`src/rtl/sk_add_arbiter.sv`:
```
// Round-robin arbiter feeding one shared 64-bit Sklansky adder through a two-stage pipeline.
// Optional macro SKADD_SUB_EN enables per-requester subtraction (a - b) via req_sub.

module SKadder_64 (
  input  logic [63:0] a,
  input  logic [63:0] b,
  input  logic        cin,
  output logic [63:0] sum,
  output logic        cout
);

  logic [63:0] gl [0:6];
  logic [63:0] pl [0:6];
  logic [63:0] carry;
  int          j;

  // Sklansky prefix tree: after level l every bit holds the group (G,P) of [i : i & ~(2^(l+1)-1)]
  always_comb begin
    j = 0;
    gl[0] = a & b;
    pl[0] = a ^ b;
    for (int l = 0; l < 6; l++) begin
      gl[l+1] = gl[l];
      pl[l+1] = pl[l];
      for (int i = 0; i < 64; i++) begin
        if (i[l] == 1'b1) begin
          j = ((i >> l) << l) - 32'sd1;
          gl[l+1][i] = gl[l][i] | (pl[l][i] & gl[l][j]);
          pl[l+1][i] = pl[l][i] & pl[l][j];
        end else begin
          gl[l+1][i] = gl[l][i];
          pl[l+1][i] = pl[l][i];
        end
      end
    end
  end

  // Final groups span [i:0], so the carry into bit i+1 folds in cin directly
  always_comb begin
    carry = 64'd0;
    carry[0] = cin;
    for (int i = 0; i < 63; i++) begin
      carry[i+1] = gl[6][i] | (pl[6][i] & cin);
    end
    sum  = pl[0] ^ carry;
    cout = gl[6][63] | (pl[6][63] & cin);
  end

endmodule

module sk_add_arbiter #(
  parameter int NREQ = 4,
  parameter int ID_W = 2
) (
  input  logic                 clk,
  input  logic                 rst,
  input  logic [NREQ-1:0]      req_valid,
  output logic [NREQ-1:0]      req_ready,
  input  logic [64*NREQ-1:0]   req_a,
  input  logic [64*NREQ-1:0]   req_b,
  input  logic [NREQ-1:0]      req_cin,
  input  logic [NREQ-1:0]      req_sub,
  output logic                 res_valid,
  input  logic                 res_ready,
  output logic [63:0]          res_sum,
  output logic                 res_cout,
  output logic [ID_W-1:0]      res_id,
  output logic                 busy
);

  // Encoding is {s1_v, s2_v} so the stage valids fall straight out of the state
  typedef enum logic [1:0] {
    EMPTY = 2'b00,
    TAIL  = 2'b01,
    HEAD  = 2'b10,
    FULL  = 2'b11
  } occ_t;

  occ_t            state;
  occ_t            state_next;
  logic            s1_v;
  logic            s2_v;
  logic            s2_adv;
  logic            s1_acc;
  logic            hs;
  logic [ID_W:0]   pick;
  logic            grant_found;
  logic [ID_W-1:0] grant;
  logic [ID_W-1:0] ptr;
  logic [63:0]     a_sel;
  logic [63:0]     b_sel;
  logic            cin_sel;
  logic [63:0]     op_b;
  logic            op_cin;
  logic [63:0]     s1_a;
  logic [63:0]     s1_b;
  logic            s1_cin;
  logic [ID_W-1:0] s1_id;
  logic [63:0]     add_sum;
  logic            add_cout;

  // Lowest rotation offset from p wins; iterating downward lets it overwrite later
  function automatic logic [ID_W:0] rr_pick(input logic [NREQ-1:0] v, input logic [ID_W-1:0] p);
    logic [ID_W:0] r;
    int            idx;
    r = '0;
    for (int k = NREQ - 1; k >= 0; k--) begin
      idx = (int'(p) + k) % NREQ;
      if (v[idx]) begin
        r = {1'b1, idx[ID_W-1:0]};
      end else begin
        r = r;
      end
    end
    return r;
  endfunction

  assign s1_v   = state[1];
  assign s2_v   = state[0];
  assign s2_adv = s1_v & (~s2_v | res_ready);
  assign s1_acc = ~s1_v | s2_adv;

  assign pick        = rr_pick(req_valid, ptr);
  assign grant_found = pick[ID_W];
  assign grant       = pick[ID_W-1:0];
  assign hs          = s1_acc & grant_found & ~rst;

  assign res_valid = s2_v;
  assign busy      = s1_v | s2_v;

  // One-hot accept to the granted requester whenever S1 can take an op
  always_comb begin
    req_ready = '0;
    if (hs) begin
      req_ready[grant] = 1'b1;
    end else begin
      req_ready = '0;
    end
  end

  assign a_sel   = req_a[{grant, 6'd0} +: 64];
  assign b_sel   = req_b[{grant, 6'd0} +: 64];
  assign cin_sel = req_cin[grant];

`ifdef SKADD_SUB_EN
  assign op_b   = req_sub[grant] ? ~b_sel : b_sel;
  assign op_cin = req_sub[grant] ? 1'b1 : cin_sel;
`else
  logic unused_sub;
  assign unused_sub = ^req_sub;
  assign op_b       = b_sel;
  assign op_cin     = cin_sel;
`endif

  // Occupancy state register
  always_ff @(posedge clk or posedge rst) begin
    if (rst) begin
      state <= EMPTY;
    end else begin
      state <= state_next;
    end
  end

  // Occupancy next-state: S2 drains on res_ready, S1 moves on s2_adv, S1 reloads on hs
  always_comb begin
    state_next = state;
    case (state)
      EMPTY: state_next = hs ? HEAD : EMPTY;
      HEAD:  state_next = hs ? FULL : TAIL;
      TAIL: begin
        if (hs) begin
          state_next = res_ready ? HEAD : FULL;
        end else begin
          state_next = res_ready ? EMPTY : TAIL;
        end
      end
      FULL: begin
        if (res_ready) begin
          state_next = hs ? FULL : TAIL;
        end else begin
          state_next = FULL;
        end
      end
      default: state_next = EMPTY;
    endcase
  end

  // Round-robin pointer moves past the winner only on a handshake
  always_ff @(posedge clk or posedge rst) begin
    if (rst) begin
      ptr <= '0;
    end else if (hs) begin
      ptr <= (grant == ID_W'(NREQ - 1)) ? '0 : grant + 1'b1;
    end else begin
      ptr <= ptr;
    end
  end

  // Operand register S1
  always_ff @(posedge clk or posedge rst) begin
    if (rst) begin
      s1_a   <= 64'd0;
      s1_b   <= 64'd0;
      s1_cin <= 1'b0;
      s1_id  <= '0;
    end else if (hs) begin
      s1_a   <= a_sel;
      s1_b   <= op_b;
      s1_cin <= op_cin;
      s1_id  <= grant;
    end else begin
      s1_a   <= s1_a;
      s1_b   <= s1_b;
      s1_cin <= s1_cin;
      s1_id  <= s1_id;
    end
  end

  SKadder_64 u_adder (
    .a    (s1_a),
    .b    (s1_b),
    .cin  (s1_cin),
    .sum  (add_sum),
    .cout (add_cout)
  );

  // Result register S2; holds steady while stalled
  always_ff @(posedge clk or posedge rst) begin
    if (rst) begin
      res_sum  <= 64'd0;
      res_cout <= 1'b0;
      res_id   <= '0;
    end else if (s2_adv) begin
      res_sum  <= add_sum;
      res_cout <= add_cout;
      res_id   <= s1_id;
    end else begin
      res_sum  <= res_sum;
      res_cout <= res_cout;
      res_id   <= res_id;
    end
  end

endmodule

```
`config.mk`:
```
export PLATFORM = sky130hd
export DESIGN_NAME = sk_add_arbiter
export DESIGN_NICKNAME = d
export VERILOG_FILES = /design/src/rtl/sk_add_arbiter.sv
export SDC_FILE = /design/constraint.sdc
export NUM_CORES = 1
export LEC_CHECK = 0
export ABC_AREA = 1
export CAP_MARGIN = 20
export CORE_AREA = 5 5 229 231
export CTS_CLUSTER_DIAMETER = 60
export DETAILED_ROUTE_END_ITERATION = 10
export DIE_AREA = 0 0 234 236
export GPL_TIMING_DRIVEN = 0
export SYNTH_ARGS = -nofsm -noshare
export SYNTH_HDL_FRONTEND = slang
export SYNTH_SLANG_ARGS = --single-unit
export TNS_END_PERCENT = 10
```
`constraint.sdc`:
```
create_clock -name clk -period 7.6 [get_ports clk]
set_input_delay 1.14 -clock clk [delete_from_list [all_inputs] [get_ports clk]]
set_output_delay 1.14 -clock clk [all_outputs]
set_load 0.05 [all_outputs]
```
; After elaboration in Yosys (flattened, before gate mapping)
; Cells that the tools add are included.
[totals]
reg_bits = 202
latchBits = 0
ramBits = 0
romBits = 0
input_bits = 527
output_inout_bits = 73
word_cells = 777
memories = 0
[classes]
addsub = 4
mul = 0
n_div = 0
order_cmp = 6
n_eq_ne = 4
n_shift = 2
mux = 28
bitwise = 719
reduce_logical = 5
[ops]
columns = op, count
row1 = variable part select 256 x 9 -> 64 bit, 2
row2 = bitwise AND 1 bit, 451
row3 = bitwise OR 1 bit, 259
row4 = XOR 64 bit, 2
row5 = bitwise AND 64 bit, 1
row6 = "< comparator 3 x 4 -> 1 bit, second input constant", 3
row7 = 2-to-1 mux 3 bit, 4
row8 = 2-to-1 mux 1 bit, 11
row9 = binary-select mux 1 bit (select 2 bit), 5
row10 = 2-to-1 mux 2 bit, 5
row11 = case mux 2 bit (4 select lines), 1
row12 = "equality test 2 bit, second input constant", 3
row13 = "< comparator 2 x 3 -> 1 bit, second input constant", 2
row14 = OR reduction 2 bit, 3
row15 = "adder 2 x 1 -> 2 bit, second input constant", 2
row16 = "adder 2 bit, second input constant", 2
row17 = 2-to-1 mux 4 bit, 1
row18 = "bitwise AND 1 bit, first input constant", 3
row19 = NOT 1 bit, 3
row20 = demux 1 bit (select 2 bit), 1
row21 = "equality test 2 x 1 -> 1 bit, second input constant", 1
row22 = "greater-or-equal comparator 2 x 1 -> 1 bit, second input constant", 1
row23 = logical NOT 2 bit, 1
row24 = logical AND 1 bit, 1

; Depth between registers and ports, before layout
[depth]
word_depth = 15
depth_mapped = 18
mapped_depth_nobuf = 16

; Hierarchy
; Synthesis repeated with hierarchy kept, for this count alone.
[hier_totals]
hier_cells = 2697
area_unflattened_um2 = 17311.6
[modules_own_cells]
columns = mod, instances, cells_per_inst, area_each_um2, seq_area_each_um2
row1 = sk_add_arbiter, 1, 1947, 13271.5, 5054.8
row2 = SKadder_64, 1, 750, 4040.1, 0.0

; Worst setup path after synthesis
; No wires, ideal clock.
[synth_timing]
kind = input -> output
from = input rst
to = output req_ready[0]
arrival_ps = 7384
required_ps = 6460
slack_ps = -924
stages = 7
n_path_buf = 2
path_cell_list = inv_1 nand2_1 nor2_4 inv_4 buf_2 buf_1 nor2_1
[synth_via]
elab_chain_len = 3
[synth_rtl]
columns = item, line_no
row1 = start: declaration, 56  ; input logic rst,
row2 = NOT 1 bit, 126  ; assign hs = s1_acc & grant_found & ~rst;
row3 = bitwise AND 1 bit, 126
row4 = 2-to-1 mux 4 bit, 134  ; if (hs) begin
row5 = end: declaration, 58  ; output logic [NREQ-1:0] req_ready,
; No other way between the ends.

; Worst setup path in the final report
[layout_timing]
from = input rst
to = output req_ready[2]
; The elaborated chain is that of the path after synthesis.

==> flow_results.org <==
** Run status
- The run finished with clean final reports.

** Finish
- Layout cells sized above 1 :: ~5.4%
- Cells fill 48.6% of the core in the end.
- Final layout net count :: 3781
- Area occupied by registers :: 0.00505 mm^2
- Count of filler cells inserted in the layout :: 5105
- Non-Filler Cell Area, Final :: approximately 0.024 mm^2
- Synthesis-to-finish area growth :: 47.7%
- Summing all multi-input logic gate instances after layout gives 0.00920 mm^2.
- Highest-count cells in the layout ignoring fill and taps :: sky130_fd_sc_hd__nand2_1 (878), sky130_fd_sc_hd__clkdlybuf4s50_1 (595), sky130_fd_sc_hd__inv_1 (385), sky130_fd_sc_hd__nand3_1 (363), sky130_fd_sc_hd__dfrtp_1 (202)
- The library cell used most frequently in the layout, excluding fill and tap cells, is sky130_fd_sc_hd__nand2_1.

** Routing
- The first TritonRoute pass finished after 6 iterations.
- Total routed wirelength :: 81.0 mm
- Vias per cell :: roughly 5.0
- Number of nets with antenna violations after routing :: 0
- Number of vias after detailed routing :: approximately 19000
- Count of routing violations after the opening detailed-route iteration :: 1138
- Average detailed-routed wire length per instance :: 20.9 um
- Residual DRC count :: 0

** Global routing
- Global routing consumed, over all layers together, 28.0% of the routing resources.
- Entering global routing, the biggest net connects 39 pins.
- Total grt overflow :: 0
- The number of global-route vias before repair is 19500.
- Global routing consumed, on the met1 layer, ~36% of the routing resources.
- met2 is the most crowded layer.
- For met2 alone, demand over resource in global routing was 49.2%.
- The initial antenna violation count was 7.
- Global Route met3 Usage :: 4.39%
- The first global-routing pass estimated 119 mm of wire.

** Synthesis
- Seq cells post-synth :: 202
- Post-synthesis cell type count :: 41
- Part of the Yosys area used for sequential elements :: 30.8%
- Cell count after synthesis :: 2556
- The synthesized netlist occupies a cell area of 0.0164 mm^2.
- Average instance area after synthesis :: approximately 6.4 um^2
- Top area cells in the synthesized netlist :: sky130_fd_sc_hd__dfrtp_1 (31%), sky130_fd_sc_hd__nand2_1 (20%), sky130_fd_sc_hd__nand3_1 (11%)
- Number of flops mapped to enable cells by yosys :: 0
- Post-synthesis async set-or-reset flop share :: 100%
- Of the post-synthesis cell area, the dominant cell type holds a little under a third.
- Prevailing post-synth register cell :: sky130_fd_sc_hd__dfrtp_1
- The synthesized design spends more area on one cell type than any other, namely sky130_fd_sc_hd__dfrtp_1.
- The number of nets handed over by synthesis was 3152.
- Synth Warn # :: 0

** Clock network
- CTS built an H-tree with a depth of 1.
- Hold-fix buffers at CTS :: 0
- In this run the clock root is driven by a sky130_fd_sc_hd__clkbuf_16.
- Clock Path Buffers :: 3
- Count of instances resized after the clock tree is built :: 0
- CTS buffer count :: 27
- Post-CTS Setup Inserts :: 0
- The tree built by TritonCTS fans out to 202 sinks.
- TritonCTS built the clock tree.
- Clock-pin slew reported for the worst setup and hold paths after clock tree synthesis :: 0.06 ns
- At the later pin of the worst-skew pair, clock insertion delay measures 0.56 ns.

** Setup path
- Maximum fanout along the worst path :: 35
- Crit-path leading delay family :: buffers and inverters
- In this design, the critical path's most frequently occurring cell is sky130_fd_sc_hd__clkdlybuf4s50_1.
- At the worst endpoint, the required time is approximately 6.5 ns.
- The slowest stage of the critical path belongs to the cell sky130_fd_sc_hd__clkdlybuf4s50_1.
- Path type of the worst setup path :: in2out
- Endpoint arrival time on the critical path :: approximately 4.6 ns
- STA classifies the critical path startpoint as an input pin.
- Type of destination of the critical path :: primary output
- For this run, the slowest stage of the critical path takes 0.75 ns.
- The critical path goes through clkdlybuf4s50_1 -> clkinvlp_4 -> nand2_1 -> nor2_4 -> inv_4 -> buf_2 -> buf_1 -> nor2_1 -> clkdlybuf4s50_1.
- Buffers plus inverters on the worst setup path :: 6

** Timing
- Minimum clock period after layout :: between 5 and 6 ns
- The clock arrives with 0.0273 ns of skew.
- Worst Setup Slack, final :: 1.84 ns
- The number of hold-slack violations in the final timing report is 0.
- Setup total negative slack on the finished layout was measured at 0 ns.
- Setup Viol. Count Final :: 0
- RSZ-0062 raised after global routing :: no
- Worst slack on hold paths :: 0.483 ns
- Slew Viols, Final :: 0
- Worst slew pin tran :: approximately 0.89 ns
- Maximum frequency from static timing analysis :: 0.174 GHz
- Relative slew slack :: between 40% and 50%
- Share of the cycle needed by the critical path after routing :: 75.8%

** Floorplanning
- From bottom edge to top edge, the die measures 236 um.
- For this design the top-level I/O count stands at 600.
- CORE AREA :: 0.0499 mm^2
- Cell Rows :: 82
- Starting density of the core :: between 30 and 40%
- Floorplan die area :: 0.0552 mm^2
- Floorplan die width :: approximately 230 um

** Place
- Last weighted congestion value of the routability-driven placer :: 0.938
- Prior to clock tree synthesis, the placed netlist has a worst setup slack of about 1.7 ns.
- Instance area after placement :: 0.0233 mm^2
- Count of input and output buffers :: 595
- After legalization and detailed placement, the total HPWL measured between 60 and 70 mm.

** Power
- Dividing total power by cell area gives a power density of 494 mW/mm^2.
- VDD sags by at most 0.235 mV.
- For this design the static power due to leakage is 0.0121 uW.

** Job
- Max-cap violations in this run came to 0.

** Hold path
- Worst min path class :: reg2reg
-- logic make-up (layout without fill, tap and decap cells) --
family          count (synthesis)  count (layout)  synth area share (%)
other cells                     0               4                     0
simple gates                 1529            1529                  41.5
compound gates                221             221                  8.66
buf+inv                       524            1173                  13.1
xor+xnor                       11              11                 0.587
fa+ha+maj                      69              69                  5.31
flops                         202             202                  30.8
-- cells in the mapped netlist, drive strengths merged, types with 2 or more instances --
cell / number
a21boi: 7
a21o: 2
a21oi: 67
a221oi: 2
a31oi: 7
buf: 88
clkbuf: 44
dfrtp: 202
ha: 68
inv: 392
nand2: 880
nand3: 364
nand3b: 67
nand4: 18
nor2: 85
nor3: 10
nor4: 2
o211ai: 99
o21a: 3
o21ai: 26
o21bai: 5
or2: 102
xnor2: 8
xor2: 3
-- registers in the layout, summed over array words and instances (netlist names) --
register / flops
state: 2
s1_a: 64
ptr: 2
res_id: 2
res_cout: 1
s1_cin: 1
s1_b: 64
s1_id: 2
res_sum: 64
-- worst min-delay path: cells and delay by family (launching register included) --
family	cells	cell delay, ns
flops	1	0.34
simple gates	2	0.10
-- per-stage QoR --
stage                     power (uW)  instances
after global routing           13000       3881
after CTS                      12000       3877
after floorplan                 7450       2556
after detailed placement       10600       3828
final                          12000       3881
after global placement         10500       3823
-- power by group --
part	switching, uW	internal [uW]
Clock	519	800
Sequential	431	1650
Combinational	5790	2780
Total	6740	5230
-- metal layers --
| layer | vias to the layer above | share of wire, % |
|---|---|---|
| met5 | - | 0 |
| met4 | 0 | 2.8 |
| met3 | 108 | 6.4 |
| met2 | 670 | 49 |
| met1 | 9188 | 41 |
| li1 | 9368 | - |
-- final timing paths --
check	startpoint	endpoint	depth (start not counted)	slack [ns]
min in group asynchronous	rst	res_sum[60]	2	1.11
worst min-delay path	res_sum[62]	res_sum[62]	2	0.48
max in group asynchronous	rst	res_sum[23]	5	5.30
worst min register to register	res_sum[62]	res_sum[62]	2	0.48
worst max register to register	ptr[0]	ptr[1]	16	4.60
worst max-delay path	rst	req_ready[2]	9	1.84
-- area by class of cell --
type	instances	area share, %
Multi-Input combinational cell	1830	38.0
Antenna cell	4	0.0413
Clock inverter	12	0.671
Inverter	392	6.11
Buffer	132	2.81
Timing Repair Buffer	600	25.0
Clock buffer	37	3.11
Sequential cell	202	20.9
Tap cell	672	3.47
Power figures use the tool's default switching activity.
